File: config.mk
export PLATFORM = sky130hd
export DESIGN_NAME = div_sched
export DESIGN_NICKNAME = d
export VERILOG_FILES = /design/src/rtl/div_sched.sv
export SDC_FILE = /design/constraint.sdc
export NUM_CORES = 1
export LEC_CHECK = 0
export CORE_AREA = 2 2 322 324
export DETAILED_ROUTE_END_ITERATION = 12
export DIE_AREA = 0 0 324 326
export HOLD_SLACK_MARGIN = 0.06
export SLEW_MARGIN = 20
export SYNTH_ARGS = -nofsm -noshare
export SYNTH_HDL_FRONTEND = slang
export SYNTH_SLANG_ARGS = --single-unit
File: constraint.sdc
create_clock -name clk -period 13.9 [get_ports clk]
set_input_delay 2.085 -clock clk [delete_from_list [all_inputs] [get_ports clk]]
set_output_delay 2.085 -clock clk [all_outputs]
set_load 0.005 [all_outputs]
File: src/rtl/div_sched.sv
// div_sched: round-robin front end for a shared pipelined divider.
// Requesters compete for one issue slot per cycle. Each result goes into a
// small result FIFO together with its requester id and a zero-divisor flag.
// Credit-based flow control means the FIFO can never overflow.
module div_sched #(
    parameter int BITS       = 48,
    parameter int DIV_LAT    = 48,
    parameter int NREQ       = 4,
    parameter int FIFO_DEPTH = 8
) (
    input  logic                       clk,
    input  logic                       rst,
    input  logic [NREQ-1:0]            req_valid,
    output logic [NREQ-1:0]            req_ready,
    input  logic [NREQ*2*BITS-1:0]     req_x,
    input  logic [NREQ*BITS-1:0]       req_y,
    output logic [2*BITS-1:0]          div_x,
    output logic [BITS-1:0]            div_y,
    input  logic [BITS-1:0]            div_z,
    output logic                       res_valid,
    input  logic                       res_ready,
    output logic [BITS-1:0]            res_data,
    output logic [$clog2(NREQ)-1:0]    res_id,
    output logic                       res_dz,
    output logic                       busy
);

    localparam int IDW = $clog2(NREQ);
    localparam int XW  = 2 * BITS;
    localparam int AW  = $clog2(FIFO_DEPTH);
    localparam int CW  = $clog2(FIFO_DEPTH + 1);
    localparam logic [CW-1:0] DEPTH_C = CW'(FIFO_DEPTH);
    localparam logic [CW:0]   DEPTH_S = (CW + 1)'(FIFO_DEPTH);

    // Per-requester operand views
    logic [XW-1:0]   x_arr [NREQ];
    logic [BITS-1:0] y_arr [NREQ];

    for (genvar gi = 0; gi < NREQ; gi++) begin : g_unpack
        assign x_arr[gi] = req_x[gi*XW +: XW];
        assign y_arr[gi] = req_y[gi*BITS +: BITS];
    end

    // Scheduler and counter state
    logic [IDW-1:0] ptr_q, ptr_d;
    logic [CW-1:0]  inflight_q, inflight_d;
    logic [CW-1:0]  count_q, count_d;
    logic [AW-1:0]  wr_ptr_q, wr_ptr_d, rd_ptr_q, rd_ptr_d;
    logic [XW-1:0]  div_x_q;
    logic [BITS-1:0] div_y_q;

    // Tag pipeline: stage k holds the tag for an operand issued k+1 edges ago
    logic [DIV_LAT:0] tag_v_q;
    logic [DIV_LAT:0] tag_dz_q;
    logic [IDW-1:0]   tag_id_q [DIV_LAT+1];

    // Result FIFO storage (small, so read asynchronously from distributed RAM)
    logic [BITS-1:0] mem_data [FIFO_DEPTH];
    logic [IDW-1:0]  mem_id   [FIFO_DEPTH];
    logic            mem_dz   [FIFO_DEPTH];

    logic           credit_ok, grant_found, issue, push, pop, grant_dz;
    logic [IDW-1:0] grant_id, cand;

    // Credit counts every result that still needs a FIFO slot; uses registered counts only
    assign credit_ok = ({1'b0, count_q} + {1'b0, inflight_q}) < DEPTH_S;
    assign push      = tag_v_q[DIV_LAT];
    assign res_valid = !rst && (count_q != '0);
    assign pop       = res_valid && res_ready;
    assign busy      = !rst && ((inflight_q != '0) || (count_q != '0));
    assign grant_dz  = (y_arr[grant_id] == '0);
    assign div_x     = div_x_q;
    assign div_y     = div_y_q;
    assign res_data  = mem_data[rd_ptr_q];
    assign res_id    = mem_id[rd_ptr_q];
    assign res_dz    = mem_dz[rd_ptr_q];

    // Round-robin search from ptr_q, wrapping naturally in IDW bits
    always_comb begin
        grant_found = 1'b0;
        grant_id    = ptr_q;
        cand        = ptr_q;
        for (int k = 0; k < NREQ; k++) begin
            cand = ptr_q + IDW'(k);
            if (!grant_found && req_valid[cand]) begin
                grant_found = 1'b1;
                grant_id    = cand;
            end
        end
        issue     = !rst && credit_ok && grant_found;
        req_ready = '0;
        if (issue) begin
            req_ready[grant_id] = 1'b1;
        end
    end

    // Next-state for pointer, in-flight count and FIFO bookkeeping
    always_comb begin
        ptr_d      = ptr_q;
        inflight_d = inflight_q;
        count_d    = count_q;
        wr_ptr_d   = wr_ptr_q;
        rd_ptr_d   = rd_ptr_q;
        if (issue) begin
            ptr_d = grant_id + IDW'(1);
        end
        case ({issue, push})
            2'b10:   inflight_d = inflight_q + CW'(1);
            2'b01:   inflight_d = inflight_q - CW'(1);
            default: inflight_d = inflight_q;
        endcase
        case ({push, pop})
            2'b10:   count_d = count_q + CW'(1);
            2'b01:   count_d = count_q - CW'(1);
            default: count_d = count_q;
        endcase
        if (push) begin
            wr_ptr_d = wr_ptr_q + AW'(1);
        end
        if (pop) begin
            rd_ptr_d = rd_ptr_q + AW'(1);
        end
    end

    // Control registers and divider operand registers
    always_ff @(posedge clk) begin
        if (rst) begin
            ptr_q      <= '0;
            inflight_q <= '0;
            count_q    <= '0;
            wr_ptr_q   <= '0;
            rd_ptr_q   <= '0;
            div_x_q    <= '0;
            div_y_q    <= '0;
        end else begin
            ptr_q      <= ptr_d;
            inflight_q <= inflight_d;
            count_q    <= count_d;
            wr_ptr_q   <= wr_ptr_d;
            rd_ptr_q   <= rd_ptr_d;
            if (issue) begin
                div_x_q <= x_arr[grant_id];
                div_y_q <= y_arr[grant_id];
            end
        end
    end

    // Tag shift register; only the valid bits need clearing on reset
    always_ff @(posedge clk) begin
        if (rst) begin
            tag_v_q <= '0;
        end else begin
            tag_v_q <= {tag_v_q[DIV_LAT-1:0], issue};
        end
        tag_dz_q    <= {tag_dz_q[DIV_LAT-1:0], grant_dz};
        tag_id_q[0] <= grant_id;
        for (int k = 1; k <= DIV_LAT; k++) begin
            tag_id_q[k] <= tag_id_q[k-1];
        end
    end

    // FIFO write port: capture the divider output as its tag leaves the pipeline
    always_ff @(posedge clk) begin
        if (push && !rst) begin
            mem_data[wr_ptr_q] <= div_z;
            mem_id[wr_ptr_q]   <= tag_id_q[DIV_LAT];
            mem_dz[wr_ptr_q]   <= tag_dz_q[DIV_LAT];
        end
    end

    // A push into a full FIFO means the credit accounting is broken
    a_no_overflow: assert property (@(posedge clk) disable iff (rst)
        !(push && (count_q == DEPTH_C)));

endmodule

==> results of run 1 <==
==> how the worst min path moves through the flow <==
stage	to	slack, ns	cells after the start	from
floorplan	tag_dz_q[10]$_DFF_P_	0.31	0	tag_dz_q[9]$_DFF_P_
global placement	tag_id_q[2][31]$_DFF_P_	0.31	0	tag_id_q[2][29]$_DFF_P_
detailed placement	tag_dz_q[39]$_DFF_P_	0.31	0	tag_dz_q[38]$_DFF_P_
CTS	tag_id_q[1][1]$_DFF_P_	0.32	0	tag_id_q[0][31]$_DFF_P_
global route	tag_id_q[1][21]$_DFF_P_	0.32	0	tag_id_q[1][19]$_DFF_P_
finish	tag_dz_q[29]$_DFF_P_	0.32	0	tag_dz_q[28]$_DFF_P_
==> registers in the layout (all words and copies together), names as in the netlist, named ones only <==
name,flops
mem_data,384
ptr_q,2
tag_v_q,49
count_q,4
rd_ptr_q,3
wr_ptr_q,3
inflight_q,4
tag_dz_q,49
tag_id_q,98
mem_id,16
mem_dz,8
div_x,96
div_y,48
==> worst register-to-register path, stage by stage, from the launching register on <==
cell	delay [ns]
dfxtp_1	0.46
nor3_1	0.10
or4_1	0.52
buf_4	0.23
nand2_8	0.25
buf_4	0.63
buf_4	0.75
buf_4	0.74
nand2_1	0.22
nand3_1	0.12
nand3_1	0.09
a21oi_1	0.15
==> Yosys cell counts (all sizes together) (8+ instances only) <==
library cell  instances  area, sq um
mux4                102         2297
nor4                  8        50.05
nor2                 73        274.0
nor2b                51        319.1
mux2                 51        574.3
a21oi               220         1101
ha                   15        187.7
a211oi               17        127.6
a22oi                 8        60.06
nand3               288         1441
nand2               632         2375
dfxtp               359         7187
buf                  66        296.5
a31oi                16        100.1
clkbuf              115        431.7
inv                   8        30.03
edfxtp              408        12250
and3                 16        100.1
a22o                 24        210.2
==> per-stage QoR <==
step                      instances  setup WS (ns)  utilization (%)  hold WS, ns
after floorplan                2532          5.941                -       0.3096
after CTS                      4747          6.819            41.34       0.3191
after global placement         4590          6.815            38.51       0.3107
after detailed placement       4590          6.841            38.51       0.3121
after global routing           4792          6.676            41.45       0.3230
final                          4824          6.804            41.53       0.3198
==> power breakdown <==
group          leakage, uW  switching [uW]  total (uW)  internal, uW
sequential         0.00666            40.9        2520          2480
combinational      0.00687             475         853           379
clock              0.00142             946        2310          1370
==> logic make-up after synthesis <==
logic type                 share of synthesized area [%]
AOI/OAI and AO/OA                                  5.624
xor gates and xnor gates                          0.2936
adders and majority gates                         0.6962
buffers and inverters                              2.542
DFF                                                65.16
muxes                                              9.693
and+or+nand+nor                                    15.99
==> final cells by class <==
| class | count | area [sq um] | share of cell area [%] |
|---|---|---|---|
| Inverter | 8 | 47.55 | 0.1116 |
| Tap cell | 1380 | 1727 | 4.052 |
| Multi-Input combinational cell | 1576 | 9742 | 22.86 |
| Clock inverter | 38 | 449.2 | 1.054 |
| Timing Repair Buffer | 859 | 8557 | 20.08 |
| Antenna cell | 77 | 192.7 | 0.4522 |
| Clock buffer | 119 | 2450 | 5.749 |
| Sequential cell | 767 | 19450 | 45.64 |
==> per-layer routing <==
| layer | up-vias | part of all wire (%) |
|---|---|---|
| met3 | 342 | 11 |
| li1 | 10670 | - |
| met5 | - | 0.22 |
| met4 | 48 | 5.7 |
| met1 | 11730 | 38 |
| met2 | 1210 | 45 |
==> results by group, run 1 <==
Finish
  – Most frequent cells in the layout: 830 x clkdlybuf4s50_1, 631 x nand2_1, 408 x edfxtp_1
  – Nets: 3943
  – Layout cells sized above 1: 9.950%
  – Commonest non-fill, non-tap cell in the layout: clkdlybuf4s50_1
  – Area growth syn-to-layout: 42.84%
  – Fillers: 9808
  – Non-Filler Cell Area, Final: 42610 sq um

Timing
  – Final setup TNS: 0 ns
  – Unrepaired setup endpoints after global routing: no
  – Endpoints failing setup: 0
  – Worst Max-Slew Pin Slew: 1.031 ns
  – Crit path time final: 7.096 ns
  – Clock skew: 0.02116 ns
  – Worst relative slew slack: 31.24%
  – Fmax: 0.1409 GHz
  – Final period util: about half
  – Final hold violations: 0
  – Fin. max-slew vios: 0

Clocking
  – Post-CTS Setup Repair Bufs: 0
  – Clk pin slew, worst setup/hold paths: 0.06 ns
  – Sink Count: approximately 770
  – Htree depth: 3
  – CTS Buffer Depth: 3
  – Resized Gates After CTS: 0
  – Worst skew pair latency: ~0.65 ns
  – CTS buffer count: between 80 and 90
  – Root Buffer Master: clkbuf_16
  – TritonCTS clock tree: done
  – Hold_buf cts: 0

Setup path
  – Most used cell, CP: clkdlybuf4s50_1
  – Max incr delay on CP: 0.77 ns
  – Arr. time, crit path: 5.01 ns
  – RR Endpoint: div_x[41]$_SDFFE_PP0P_
  – Worst path top cell family by delay: buffers and inverters
  – FF-to-FF path depth: 11
  – Worst Setup EP: req_ready[2]
  – Crit. End Element: output pin
  – Crit. Startpoint: req_valid[2]
  – Worst path cell trace: clkdlybuf4s50_1 -> nor2_1 -> a211o_1 -> o211a_4 -> inv_6 -> ha_1 -> and2_1 -> clkdlybuf4s50_1
  – Buf+Inv Stages, Crit Path: 3
  – Critical path's slowest cell: o211a_4
  – CP required: 11.81 ns
  – Crit-path max FO: 65
  – R2R setup slack: between 9 and 10 ns
  – Startpoint type of the worst setup path: input pin
  – Critical path type: input pin to output pin
  – CP Depth: 8
  – Worst reg2reg path startpoint: ptr_q[1]$_SDFFE_PP0P_

Yosys
  – Mapped Area: 29830 sq um
  – Ys flop type: edfxtp_1
  – Yosys cell types: 46
  – Mapped Cells: 2532
  – Yosys warnings: 0
  – Register area share after synthesis: roughly two thirds
  – Post-synth EDFFs: 408
  – Post-synth ARST share: 0%
  – Synth Net Count: 3179
  – Synth Register Bits: 767
  – Synth Area per Inst: 11.78 sq um

Die
  – Die Ht: 326 um
  – Initial Util: 29.07%
  – Die X: between 300 and 400 um
  – Die area: 105600 sq um
  – I/O Pins: 832
  – Core ar.: 102600 sq um
  – Number of placement rows: 118

Drt
  – Post-detailed-routing wire length: 140.0 mm
  – Vias: 24000
  – Initial drt markers: 2192
  – DRC: 0
  – Antenna violation net count after detailed routing: 0
  – Detailed-router iteration count before antenna repair: 6
  – Post-DR vias/cell: 4.975
  – Routed length per instance: 29.03 um

GRT
  – Antenna violations before repair: 137
  – Met3 usage: a little under a tenth
  – Met2 usage: 39.49%
  – First-pass GRT wire length: around 190 mm
  – Vias in the first global route: 22930
  – Largest net degree at the start of global routing: 184
  – Total track usage: 25.67%
  – GR Util met1: 31.17%
  – Gr busiest metal: met2
  – GRT overflow: 0

Pwr
  – Worst VDD drop: ~0.093 mV
  – P per Cell Area: 133.5 nW/um^2
  – Tot Pwr: 5688 uW
  – Leakage: 0.01494 uW

Placement
  – DPL Wire Length: ~100 mm
  – Placer congestion estimate: 0.9487
  – PortBufs: 831
  – Area after DPL: 39520 sq um

Job
  – MaxCap Viol Count: 0

Hold path
  – Hold Path Class: flip-flop to flip-flop

Status
  – Status: complete, no violations
No activity file was read; power rests on OpenSTA's default activity.
==> inputs of run 2 (changes only) <==
CORE_AREA = 2 2 319 321   (was 2 2 322 324)
DIE_AREA = 0 0 321 323   (was 0 0 324 326)
clock period = 7.29 ns   (was 13.9 ns; I/O delays follow)
==> run 2 against run 1 <==
Effect of this change:
- final area is 0.73% lower
- non-clock buffer count stayed put
- clock power is 80% higher
- worst setup slack worse by 5.0 ns
- global-route usage is 0.59 points lower
- sequential power is 90% higher
- total power is 86% higher
- critical path depth stayed put
- count of clock-buffer cells in the layout is 4 higher
- sequential cell count stayed put
- wire length is 4.0% lower
- worst hold slack worse by 0.0082 ns
- largest power group unchanged
==> results by group, run 2 (synthesis results as in run 1) <==
Drt
  – Vias: 23900 (-0.40%)
  – Detailed-router iteration count before antenna repair: 5 (-1)
  – DRC: 0 (unchanged)
  – Post-DR vias/cell: 5.042 (+1.3%)
  – Routed length per instance: 28.36 um (-2.3%)
  – Initial drt markers: 2429 (+11%)
  – Antenna violation net count after detailed routing: 0 (unchanged)
  – Post-detailed-routing wire length: 134.4 mm (-4.0%)

Setup path
  – Worst reg2reg path startpoint: inflight_q[3]$_SDFFE_PP0P_
  – FF-to-FF path depth: 11 (unchanged)
  – Crit-path max FO: 88 (+35%)
  – R2R setup slack: 3.11 ns (-6.45 ns)
  – RR Endpoint: inflight_q[2]$_SDFFE_PP0P_
  – Most used cell, CP: clkdlybuf4s50_1
  – Worst path cell trace: clkdlybuf4s50_1 -> and3b_1 -> or4_1 -> nand2_8 -> inv_8 -> ha_1 -> and2_1 -> clkdlybuf4s50_1
  – Startpoint type of the worst setup path: input pin
  – Crit. End Element: output pin
  – Crit. Startpoint: req_valid[3]
  – Buf+Inv Stages, Crit Path: 3 (unchanged)
  – Worst path top cell family by delay: buffers and inverters
  – Critical path type: input pin to output pin
  – Max incr delay on CP: 0.63 ns (-0.14 ns)
  – CP required: 6.20 ns (-5.61 ns)
  – Arr. time, crit path: 4.42 ns (-0.59 ns)
  – Critical path's slowest cell: or4_1

Clocking
  – Hold_buf cts: 0 (unchanged)
  – Clk pin slew, worst setup/hold paths: 0.06 ns (about the same)
  – TritonCTS clock tree: done
  – Resized Gates After CTS: 0 (unchanged)
  – CTS buffer count: 86 (+2.4%)
  – CTS Buffer Depth: 3 (unchanged)
  – Htree depth: 3 (unchanged)
  – Post-CTS Setup Repair Bufs: 0 (unchanged)
  – Root Buffer Master: clkbuf_16
  – Worst skew pair latency: 0.66 ns (about the same)
  – Sink Count: 767 (unchanged)

Timing
  – Endpoints failing setup: 0 (unchanged)
  – Worst Max-Slew Pin Slew: 1.092 ns (+0.06078 ns)
  – Unrepaired setup endpoints after global routing: no
  – Hold_ws: 0.3115 ns (-0.008237 ns)
  – Worst relative slew slack: 27.18% (-4.1 points)
  – Final setup TNS: 0 ns (unchanged)
  – Crit path time final: 5.515 ns
  – Final period util: around three quarters
  – Fmax: 0.1813 GHz
  – Final hold violations: 0 (unchanged)
  – Clock skew: 0.02705 ns (+0.005887 ns)
  – Fin. max-slew vios: 0 (unchanged)

GRT
  – Largest net degree at the start of global routing: 144 (-22%)
  – Vias in the first global route: 22900 (-0.13%)
  – GRT overflow: 0 (unchanged)
  – First-pass GRT wire length: 181.2 mm (-2.7%)
  – Total track usage: 25.08% (-0.59 points)
  – Antenna violations before repair: 116 (-15%)

Placement
  – PortBufs: 831 (unchanged)
  – Placer congestion estimate: 0.9458 (-0.31%)
  – DPL Wire Length: 99.76 mm (-4.7%)
  – Area after DPL: 39430 sq um (-0.24%)

Hold path
  – Hold_sp: tag_id_q[2][15]$_DFF_P_
  – Hold Path Class: flip-flop to flip-flop
  – Hold path depth: 0 (unchanged)
  – Hold EP: tag_id_q[2][17]$_DFF_P_

Finish
  – Non-Filler Cell Area, Final: 42300 sq um (-0.73%)
  – Fillers: 9585 (-2.3%)
  – Nets: 3945 (+0.051%)
  – Max reg flops: 384 (unchanged)
  – Multi-input gate area: 9736 sq um (about the same)
  – Most frequent cells in the layout: 830 x clkdlybuf4s50_1, 631 x nand2_1, 408 x edfxtp_1
  – Layout cells sized above 1: 9.890% (-0.059 points)
  – FF/Latch Area: 19450 sq um (unchanged)
  – Commonest non-fill, non-tap cell in the layout: clkdlybuf4s50_1
  – Most flops, register: mem_data
  – Area growth syn-to-layout: 41.79%

Pwr
  – Leakage: 0.01486 uW (-0.54%)
  – Tot Pwr: 10590 uW (+86%)
  – Logic gate share of total power: 15.4% (+0.4 points)
  – Clk pwr share: 39.2% (-1.5 points)
  – P per Cell Area: 250.4 nW/um^2 (+88%)
  – Sw frac: 26.28% (+0.59 points)
  – NetSw: 2784 uW (+90%)
  – Worst VDD drop: 0.1485 mV (+60%)
  – Sequential Power Share: 45.4% (+1.1 points)
  – Internal power: 7807 uW (+85%)

Job
  – MaxCap Viol Count: 0 (unchanged)

Die
  – I/O Pins: 832 (unchanged)
  – Die Ht: 323 um (-0.92%)
  – Die area: 103700 sq um (-1.8%)
  – Initial Util: 29.62% (+0.55 points)
  – Core ar.: 100700 sq um (-1.8%)
  – Die X: 321 um (-0.93%)
  – Number of placement rows: 117 (-0.85%)

Status
  – Status: complete, no violations
-- run 2: power by group through the flow --
stage | Sequential [uW] | Clock [uW] | Combinational (uW)
after floorplan | 4890 | 0 | 680
after global placement | 4890 | 0 | 1620
after detailed placement | 4890 | 0 | 1620
after CTS | 4800 | 4270 | 1630
after global routing | 4820 | 4440 | 1750
final | 4800 | 4160 | 1630
-- run 2: worst max-delay path by stage --
| stage | end | slack [ns] | cells past startpoint |
|---|---|---|---|
| after floorplan | mem_data[0][0]$_DFFE_PP_ | 0.32 | 3 |
| after global placement | req_ready[1] | 1.88 | 8 |
| after detailed placement | req_ready[0] | 1.85 | 8 |
| after CTS | req_ready[0] | 1.83 | 8 |
| after global routing | req_ready[0] | 1.63 | 8 |
| final | req_ready[0] | 1.78 | 8 |
-- run 2: cell type report --
type                       instances  area share, %
antenna                           65         0.3845
inverter                           8         0.1124
clock buffer                     123          5.800
multi-input combinational       1576          23.02
timing repair buffer             859          20.23
tap                             1309          3.872
clock inverter                    34         0.6123
sequential                       767          45.97
-- run 2: routing by layer --
metal,GRT usage [%],up-vias,wire (um)
met1,31.18,11630,52080
met5,0,-,381
met4,13.50,60,7088
met3,9.924,319,16010
met2,37.37,1243,58880
li1,-,10650,-
-- run 2: per-stage QoR --
| stage | utilization [%] | worst slack [ns] | instances |
|---|---|---|---|
| after floorplan | - | 0.3225 | 2532 |
| after global placement | 39.14 | 1.885 | 4519 |
| after detailed placement | 39.14 | 1.850 | 4519 |
| after CTS | 41.84 | 1.835 | 4676 |
| after global routing | 41.93 | 1.626 | 4713 |
| final | 42.00 | 1.775 | 4741 |
-- run 2: worst reg2reg max path, delay by kind of cell, from the launching register on --
family | cells | cell delay [ns]
simple gates | 2 | 0.88
fa+ha+maj | 3 | 0.93
xor+xnor | 2 | 0.27
buf+inv | 1 | 0.56
compound gates | 3 | 1.13
flops | 1 | 0.33
